--- src/rtl/conv_pkg.sv ---
// Shared constants for the conv1 front end (window generator and filter bank).
// Pixels are float32 bit patterns carried as opaque words; nothing here
// interprets them.
package conv_pkg;

    localparam int DATA_WIDTH  = 32;
    localparam int IMG_WIDTH   = 28;
    localparam int IMG_HEIGHT  = 28;
    localparam int KERNEL_SIZE = 3;

    localparam int COL_W = $clog2(IMG_WIDTH);
    localparam int ROW_W = $clog2(IMG_HEIGHT);

    typedef logic [DATA_WIDTH-1:0] pixel_t;

    // One window row, element 0 is the newest pixel.
    typedef logic [KERNEL_SIZE-1:0][DATA_WIDTH-1:0] win_row_t;

endpackage

--- src/rtl/conv_window_buf_if.sv ---
// Bus between the raster pixel source, the window generator and the filter.
//   valid_in, data_in            : pixel stream into the window generator
//   data_out_0..8                : 3x3 window, row-major, _8 is the newest pixel
//   valid_out_buf, frame_done    : window-complete pulse, last-window-of-frame pulse
// Handshake: valid_in=1 means data_in is consumed on that rising edge; there is
// no ready (the generator always accepts). valid_out_buf is a one-cycle pulse
// qualifying data_out_*; the consumer must take the window in that cycle.
interface conv_window_buf_if;
    import conv_pkg::*;

    logic   valid_in;
    pixel_t data_in;
    pixel_t data_out_0;
    pixel_t data_out_1;
    pixel_t data_out_2;
    pixel_t data_out_3;
    pixel_t data_out_4;
    pixel_t data_out_5;
    pixel_t data_out_6;
    pixel_t data_out_7;
    pixel_t data_out_8;
    logic   valid_out_buf;
    logic   frame_done;

    modport master (
        output valid_in, data_in,
        input  data_out_0, data_out_1, data_out_2, data_out_3, data_out_4,
               data_out_5, data_out_6, data_out_7, data_out_8,
               valid_out_buf, frame_done
    );

    modport slave (
        input  valid_in, data_in,
        output data_out_0, data_out_1, data_out_2, data_out_3, data_out_4,
               data_out_5, data_out_6, data_out_7, data_out_8,
               valid_out_buf, frame_done
    );

endinterface

--- src/rtl/line_fifo.sv ---
// Enable-gated delay line: dout is the sample accepted exactly DEPTH enabled
// cycles ago. Used as a one-row line buffer.
//   clk, rst : clock, synchronous active-high reset (clears contents)
//   en       : shift in din this cycle
//   din      : sample in
//   dout     : sample DEPTH accepted samples old
module line_fifo #(
    parameter int DEPTH = 28,
    parameter int WIDTH = 32
) (
    input  logic             clk,
    input  logic             rst,
    input  logic             en,
    input  logic [WIDTH-1:0] din,
    output logic [WIDTH-1:0] dout
);

    logic [DEPTH-1:0][WIDTH-1:0] mem_q;
    logic [DEPTH-1:0][WIDTH-1:0] mem_d;

    always_comb begin
        mem_d = mem_q;
        if (en) begin
            mem_d = {mem_q[DEPTH-2:0], din};
        end
    end

    always_ff @(posedge clk) begin
        if (rst) begin
            mem_q <= '0;
        end else begin
            mem_q <= mem_d;
        end
    end

    assign dout = mem_q[DEPTH-1];

endmodule

--- src/rtl/conv_window_buf.sv ---
// Streaming 3x3 window generator for conv1. Takes one pixel per accepted cycle
// in raster order and presents every fully-inside 3x3 window one cycle later.
//   clk, rst : clock, synchronous active-high reset
//   bus      : slave side of conv_window_buf_if (pixel in, window out)
module conv_window_buf
    import conv_pkg::*;
(
    input logic              clk,
    input logic              rst,
    conv_window_buf_if.slave bus
);

    pixel_t lb0_out;  // pixel one row above the incoming one
    pixel_t lb1_out;  // pixel two rows above the incoming one

    logic [COL_W-1:0] col_q, col_d;
    logic [ROW_W-1:0] row_q, row_d;
    win_row_t [KERNEL_SIZE-1:0] win_q, win_d;
    logic valid_q, valid_d;
    logic fdone_q, fdone_d;
    logic last_col, last_row;

    line_fifo #(.DEPTH(IMG_WIDTH), .WIDTH(DATA_WIDTH)) u_lb0 (
        .clk  (clk),
        .rst  (rst),
        .en   (bus.valid_in),
        .din  (bus.data_in),
        .dout (lb0_out)
    );

    line_fifo #(.DEPTH(IMG_WIDTH), .WIDTH(DATA_WIDTH)) u_lb1 (
        .clk  (clk),
        .rst  (rst),
        .en   (bus.valid_in),
        .din  (lb0_out),
        .dout (lb1_out)
    );

    assign last_col = (col_q == COL_W'(IMG_WIDTH - 1));
    assign last_row = (row_q == ROW_W'(IMG_HEIGHT - 1));

    always_comb begin
        col_d   = col_q;
        row_d   = row_q;
        win_d   = win_q;
        valid_d = 1'b0;
        fdone_d = 1'b0;
        if (bus.valid_in) begin
            // The window registers are the output registers, so they load the
            // column that includes the pixel arriving now.
            win_d[0] = {win_q[0][KERNEL_SIZE-2:0], lb1_out};
            win_d[1] = {win_q[1][KERNEL_SIZE-2:0], lb0_out};
            win_d[2] = {win_q[2][KERNEL_SIZE-2:0], bus.data_in};
            // col>=2 keeps windows from wrapping across a row edge; row>=2
            // keeps stale line-buffer / previous-frame data from escaping.
            valid_d = (row_q >= ROW_W'(KERNEL_SIZE - 1)) &&
                      (col_q >= COL_W'(KERNEL_SIZE - 1));
            fdone_d = last_row && last_col;
            if (last_col) begin
                col_d = '0;
                row_d = last_row ? '0 : row_q + ROW_W'(1);
            end else begin
                col_d = col_q + COL_W'(1);
            end
        end
    end

    always_ff @(posedge clk) begin
        if (rst) begin
            col_q   <= '0;
            row_q   <= '0;
            win_q   <= '0;
            valid_q <= 1'b0;
            fdone_q <= 1'b0;
        end else begin
            col_q   <= col_d;
            row_q   <= row_d;
            win_q   <= win_d;
            valid_q <= valid_d;
            fdone_q <= fdone_d;
        end
    end

    // Row 0 of win_q is two rows up; element 2 of each row is the oldest column.
    assign bus.data_out_0    = win_q[0][2];
    assign bus.data_out_1    = win_q[0][1];
    assign bus.data_out_2    = win_q[0][0];
    assign bus.data_out_3    = win_q[1][2];
    assign bus.data_out_4    = win_q[1][1];
    assign bus.data_out_5    = win_q[1][0];
    assign bus.data_out_6    = win_q[2][2];
    assign bus.data_out_7    = win_q[2][1];
    assign bus.data_out_8    = win_q[2][0];
    assign bus.valid_out_buf = valid_q;
    assign bus.frame_done    = fdone_q;

endmodule

--- src/flat_wrapper.sv ---
// flat-port wrapper written by rule: the top's interface ports become plain ports
module conv_window_buf_flat import conv_pkg::*;
  (clk, rst, bus_valid_in, bus_data_in, bus_data_out_0, bus_data_out_1, bus_data_out_2, bus_data_out_3, bus_data_out_4, bus_data_out_5, bus_data_out_6, bus_data_out_7, bus_data_out_8, bus_valid_out_buf, bus_frame_done);
  conv_window_buf_if bus_i ();
  input logic clk;
  input logic rst;
  input wire logic [$bits(bus_i.valid_in)-1:0] bus_valid_in;
  input wire logic [$bits(bus_i.data_in)-1:0] bus_data_in;
  output wire logic [$bits(bus_i.data_out_0)-1:0] bus_data_out_0;
  output wire logic [$bits(bus_i.data_out_1)-1:0] bus_data_out_1;
  output wire logic [$bits(bus_i.data_out_2)-1:0] bus_data_out_2;
  output wire logic [$bits(bus_i.data_out_3)-1:0] bus_data_out_3;
  output wire logic [$bits(bus_i.data_out_4)-1:0] bus_data_out_4;
  output wire logic [$bits(bus_i.data_out_5)-1:0] bus_data_out_5;
  output wire logic [$bits(bus_i.data_out_6)-1:0] bus_data_out_6;
  output wire logic [$bits(bus_i.data_out_7)-1:0] bus_data_out_7;
  output wire logic [$bits(bus_i.data_out_8)-1:0] bus_data_out_8;
  output wire logic [$bits(bus_i.valid_out_buf)-1:0] bus_valid_out_buf;
  output wire logic [$bits(bus_i.frame_done)-1:0] bus_frame_done;
  assign bus_i.valid_in = bus_valid_in;
  assign bus_i.data_in = bus_data_in;
  assign bus_data_out_0 = bus_i.data_out_0;
  assign bus_data_out_1 = bus_i.data_out_1;
  assign bus_data_out_2 = bus_i.data_out_2;
  assign bus_data_out_3 = bus_i.data_out_3;
  assign bus_data_out_4 = bus_i.data_out_4;
  assign bus_data_out_5 = bus_i.data_out_5;
  assign bus_data_out_6 = bus_i.data_out_6;
  assign bus_data_out_7 = bus_i.data_out_7;
  assign bus_data_out_8 = bus_i.data_out_8;
  assign bus_valid_out_buf = bus_i.valid_out_buf;
  assign bus_frame_done = bus_i.frame_done;
  conv_window_buf u_core (.clk(clk), .rst(rst), .bus(bus_i));
endmodule
--- config.mk ---
export PLATFORM = sky130hd
export DESIGN_NAME = conv_window_buf_flat
export DESIGN_NICKNAME = d
export VERILOG_FILES = /design/src/rtl/conv_pkg.sv /design/src/rtl/conv_window_buf_if.sv /design/src/rtl/line_fifo.sv /design/src/rtl/conv_window_buf.sv /design/src/flat_wrapper.sv
export SDC_FILE = /design/constraint.sdc
export NUM_CORES = 2
export LEC_CHECK = 0
export ABC_AREA = 1
export BUFFER_PORTS_ARGS = -buffer_cell sky130_fd_sc_hd__buf_2
export CAP_MARGIN = 0
export CELL_PAD_IN_SITES_DETAIL_PLACEMENT = 1
export CELL_PAD_IN_SITES_GLOBAL_PLACEMENT = 1
export CORE_MARGIN = 2
export CORE_UTILIZATION = 45
export DETAILED_ROUTE_END_ITERATION = 6
export PLACE_DENSITY = 0.89
export SLEW_MARGIN = 15
export SYNTH_ARGS = -nofsm -noshare
export SYNTH_HDL_FRONTEND = slang
export SYNTH_SLANG_ARGS = --single-unit
--- constraint.sdc ---
create_clock -name clk -period 1.8 [get_ports clk]
set_clock_uncertainty 0.2 [all_clocks]
set_input_delay 0.27 -clock clk [delete_from_list [all_inputs] [get_ports clk]]
set_output_delay 0.27 -clock clk [all_outputs]
set_load 0.05 [all_outputs]
==> results.md, run 1 <==
* Syn Std Cell Area at ~66000 um^2
* Largest family of logic cells by synthesized area: simple AND/OR/NAND/NOR gates
* Total CTS buffers at 180
* Mean Syn Cell Area at between 7 and 8 um^2
* GRT Total Usage at 0.574
* Synth Instances at around 8500
* Stop Error: [ERROR GRT-0232] Routing congestion too high. Check the congestion heatmap in the GUI.
* Synth Area in XOR/XNOR at 0.000132
* Mux share of post-synthesis cell area at 0
* Adder-cell share of the synthesized area at 0.000755
* Synth Area in Simple Gates at 0.218
* Netlist cell types at 20
* Root Driver: clkbuf_16
* GP Congestion at 0.805
* H-tree lvl count at 4
* TritonCTS Sinks at 1900
* Die height at ~390 um
* Fail Step: global routing
* Row count at 140
* Syn. warnings at 0
* Post-Syn Nets at 8512
* Starting density of the core at 0.454
* Die W at 388 um
* Clk buf depth at 3
* Sequential share of the synthesized area at 0.574
* Synth Area in Compound Gates at 0.143
* Pin count of the biggest net entering global routing at 138
* # IOs at approximately 330
* Synthesis-stage register bit count at between 1500 and 2000
* Port bufs at 324
* GRT overflow at 21
* Outcome: stopped before the end
* Dpl hpwl at 106000 um
-- cell families after synthesis --
group / Yosys count
xor+xnor: 1
flops: 1900
buf+inv: 836
simple gates: 3839
fa+ha+maj: 4
compound gates: 1893
-- layer usage --
layer | GRT overflow | global-route usage
met5 | 0 | 0.133
met3 | 2 | 0.407
met4 | 16 | 0.664
met1 | 0 | 0.537
met2 | 3 | 0.747
-- what timing repair did --
action | 4_1_cts
endpoints found under the setup margin | 293
pin swaps | 1
resized for setup | 1273
hold buffers | 133
setup buffers | 238
cloned | 0
endpoints found under the hold margin | 785
-- through the flow --
step / worst slack, ns / TNS, ns / utilization / instances / instance area (um^2)
2_1_floorplan: 0.337 / 0 / - / 8473 / 66300
3_3_place_gp: 0.100 / 0 / 0.471 / 10104 / 68800
3_5_place_dp: -0.00575 / -0.00575 / 0.471 / 10104 / 68800
4_1_cts: -0.0752 / -9.40 / 0.557 / 10794 / 81200
-- cells in the mapped netlist --
| library cell | count | area share |
|---|---|---|
| buf_6 | 9 | 0.0015 |
| nand3_1 | 8 | 0.00060 |
| inv_4 | 1 | 0.000094 |
| nand4_1 | 3 | 0.00028 |
| buf_4 | 207 | 0.023 |
| inv_1 | 12 | 0.00068 |
| buf_2 | 221 | 0.017 |
| o21ai_0 | 1889 | 0.14 |
| clkbuf_1 | 385 | 0.022 |
| o211ai_1 | 1 | 0.00011 |
| o21ai_1 | 1 | 0.000075 |
| a21oi_1 | 2 | 0.00015 |
| nor3_1 | 3 | 0.00023 |
| clkinv_1 | 1 | 0.000057 |
| dfxtp_1 | 1900 | 0.57 |
| nor2_1 | 3795 | 0.21 |
| ha_1 | 4 | 0.00076 |
| xor2_1 | 1 | 0.00013 |
| nor3_2 | 1 | 0.00015 |
| nand2_1 | 29 | 0.0016 |
==> run 2: changes to the inputs <==
- CELL_PAD_IN_SITES_DETAIL_PLACEMENT: 1 -> not set
- CELL_PAD_IN_SITES_GLOBAL_PLACEMENT: 1 -> not set
- CORE_UTILIZATION: 45 -> 40
- PLACE_DENSITY: 0.89 -> not set
- PLACE_DENSITY_LB_ADDON: not set -> 0.15
==> run 2 against run 1 <==
The flow now finishes, with violations (negative setup slack). Area after synthesis unchanged. Synthesized cell count unchanged.
==> results.md, run 2 <==
* Total die area at about 170000 um^2
* Total number of vias at 54898
* Synth Instances at ~8500
* GR peak layer: met2
* GRT overflow at 0
* Mean Syn Cell Area at between 7 and 8 um^2
* Global-route wire length before repair at 269000 um
* Clock-pin slew on the worst setup and hold paths at 0.06 ns
* Final critical-path share of the clock period at 1.01
* Most frequent cells in the layout: 3795 x nor2_1, 1889 x o21ai_0, 1610 x dfxtp_1, 401 x buf_4, 282 x buf_8
* Die W at between 400 and 500 um
* Max VDD drop at ~0.00099 V
* Antenna-violating nets left at 0
* Multi-input gate area at 24000 um^2
* Post-placement cell count at roughly 10000
* Launch point of the worst path: u_core.bus.data_out_2[26]$_SDFFE_PP0P_
* Outcome: finished, violations left
* Total CTS buffers at between 150 and 200
* H-tree lvl count at 4
* CP delay by family, top: flip-flops
* Unrepaired setup endpoints after global routing: true
* Max cap viols at 0
* GR Util met1 at 0.228
* Worst R2R Path Depth at 5
* WP data arrival at approximately 1.3 ns
* Fill cells at 15707
* Post-synth ARST share at 0
* Critical Path Slowest Stage Cell: dfxtp_4
* Syn Std Cell Area at between 60000 and 70000 um^2
* Area Growth Syn to Fin at 25.7%
* Met3 usage at 0.0304
* Most common cell in the netlist: nor2_1
* Via-per-instance ratio at around 4.9
* Root Driver: clkbuf_16
* Synth area leader: dfxtp_1
* Post-layout util at 0.505
* Final WS setup at -0.0132 ns
* # IOs at between 300 and 400
* # setup viols final at 12
* Final Hold Viols at 0
* Total wire length at 166000 um
* Yosys top cell area share at 0.574
* Internal reg-to-reg setup slack at -0.01 ns
* Post-Syn Nets at between 8000 and 9000
* Commonest non-fill, non-tap cell in the layout: nor2_1
* DR pass1 iterations at 5
* Number of global-route vias before repair at around 53000
* Synth top area cells: dfxtp_1 57%, nor2_1 21%, o21ai_0 14%
* Post-synth EDFFs at 0
* Starting density of the core at 0.402
* Met2 GRT Util at 0.336
* Port bufs at around 320
* Max Slew Vio Count at 0
* Share of layout cells above drive strength 1 at 0.159
* TritonCTS clock tree: yes
* CP Launch Type: flip-flop
* GRT Total Usage at 0.190
* CP Buf/Inv Count at 1
* Max stage delay on crit path at ~0.39 ns
* Row count at 149
* Initial drt markers at roughly 3600
* Pin count of the biggest net entering global routing at 127
* Netlist cell types at 20
* TritonCTS Sinks at 1900
* Cell depth of the worst setup path at 1
* End point of the critical path: bus_data_out_2[26]
* Failing checks: negative setup slack
* CP Data Required Time at roughly 1.3 ns
* Hold crit path type: input pin to flip-flop
* Power per cell area at between 1000 and 1500 nW/um^2
* Final Non-Filler Cells at between 10000 and 15000
* Synthesis-stage register bit count at 1900
* Slew margin rel. at 0.300
* Ys flop type: dfxtp_1
* Critical Path, Cell by Cell: buf_8
* Drt drc at 0
* Fmax at 552 MHz
* Leak at ~36 nW
* Core area at 165000 um^2
* # nets final at approximately 9000
* WL per Instance at 14.8 um
* Min cycle time layout at 1.81 ns
* CP max FO at 2
* Latest clock arrival within the worst-skew pair at 0.80 ns
* Synth cell count leaders: 3795 x nor2_1, 1900 x dfxtp_1, 1889 x o21ai_0, 385 x clkbuf_1, 221 x buf_2
* WS Path Type: flip-flop to primary output
* Reg2reg start: u_core.bus.data_out_8[25]$_SDFFE_PP0P_
* Dpl hpwl at approximately 94000 um
* Die height at 411 um
* Initial antenna violation count at 0
* Syn. warnings at 0
* Clk buf depth at 3
* Worst Tran Pin Value at roughly 1.1 ns
* Largest regs: u_core.u_lb0.mem_q x768, u_core.u_lb1.mem_q x768
* R2R Path End: u_core.bus.data_out_8[25]$_SDFFE_PP0P_
* Pre-CTS setup slack at between 0.07 and 0.08 ns
* Worst Setup End Kind: primary output
* Seq. cell area at between 30000 and 40000 um^2
* GP Congestion at approximately 0.81
* Sequential share of the synthesized area at 0.574
[run 2: worst register-to-register path, stage by stage (launching register included)]
cell and delay, ns:
dfxtp_2 0.33, buf_4 0.13, buf_4 0.13, o21ai_0 0.28, nor2_1 0.06, dlygate4sd3_1 0.56
[run 2: worst min-delay path by stage]
stage,end,startpoint,depth (start not counted),slack [ns]
2_1_floorplan,u_core.bus.data_out_8[0]$_SDFFE_PP0P_,bus_data_in[0],2,0.20
3_3_place_gp,u_core.u_lb0.mem_q[470]$_SDFFE_PP0P_,u_core.u_lb0.mem_q[438]$_SDFFE_PP0P_,2,0.26
3_5_place_dp,u_core.u_lb1.mem_q[762]$_SDFFE_PP0P_,u_core.u_lb1.mem_q[730]$_SDFFE_PP0P_,2,0.26
4_1_cts,u_core.u_lb0.mem_q[672]$_SDFFE_PP0P_,bus_valid_in,5,0.001
5_1_grt,u_core.u_lb1.mem_q[268]$_SDFFE_PP0P_,bus_valid_in,5,0.01
6_report,u_core.u_lb1.mem_q[238]$_SDFFE_PP0P_,bus_valid_in,5,0.03
[run 2: repair_timing]
action,CTS,global route
hold buffers,156,3
endpoints found under the setup margin,290,422
gates resized for setup,1272,22
setup buffers,221,32
gates cloned,0,4
hold endpoints to repair,893,2
[run 2: logic make-up after synthesis]
group           Yosys count  share of synthesized area
buf+inv                 836                     0.0643
flops                  1900                      0.574
compound gates         1893                      0.143
xor+xnor                  1                   0.000132
simple gates           3839                      0.218
fa+ha+maj                 4                   0.000755
[run 2: final cells by class]
| cell class | instances | area share |
|---|---|---|
| clock buffer | 291 | 0.0693 |
| clock inverter | 47 | 0.00631 |
| antenna | 2 | 0.0000601 |
| sequential | 1900 | 0.465 |
| timing repair buffer | 995 | 0.137 |
| multi-input combinational | 5737 | 0.288 |
| tap | 2189 | 0.0329 |
| timing repair inverter | 1 | 0.000105 |
| inverter | 14 | 0.000976 |
[run 2: metrics by stage]
step / setup TNS, ns / hold WS (ns) / area, um^2 / power (mW)
final: -0.0731 / 0.0264 / 83300 / 96.1
after global routing: -8.13 / 0.00992 / 83300 / 100
after CTS: -11.54 / 0.00108 / 82900 / 97.1
after detailed placement: 0 / 0.261 / 69800 / 55.5
after global placement: 0 / 0.255 / 69800 / 55.4
after floorplan: 0 / 0.205 / 66300 / 53.1
[run 2: metal layers]
metal / up-vias / share of wire
met5: - / 0
met4: 0 / 0.036
met3: 366 / 0.033
met2: 860 / 0.50
met1: 25988 / 0.43
li1: 27684 / -
[run 2: power by group]
group	switching (mW)	internal [mW]	total [mW]	leakage, nW
clock network	16.2	23.4	39.6	3.12
registers	1.57	44.7	46.3	15.8
logic	6.07	4.17	10.2	16.7
Note: power is estimated with default switching activity, not from simulation.
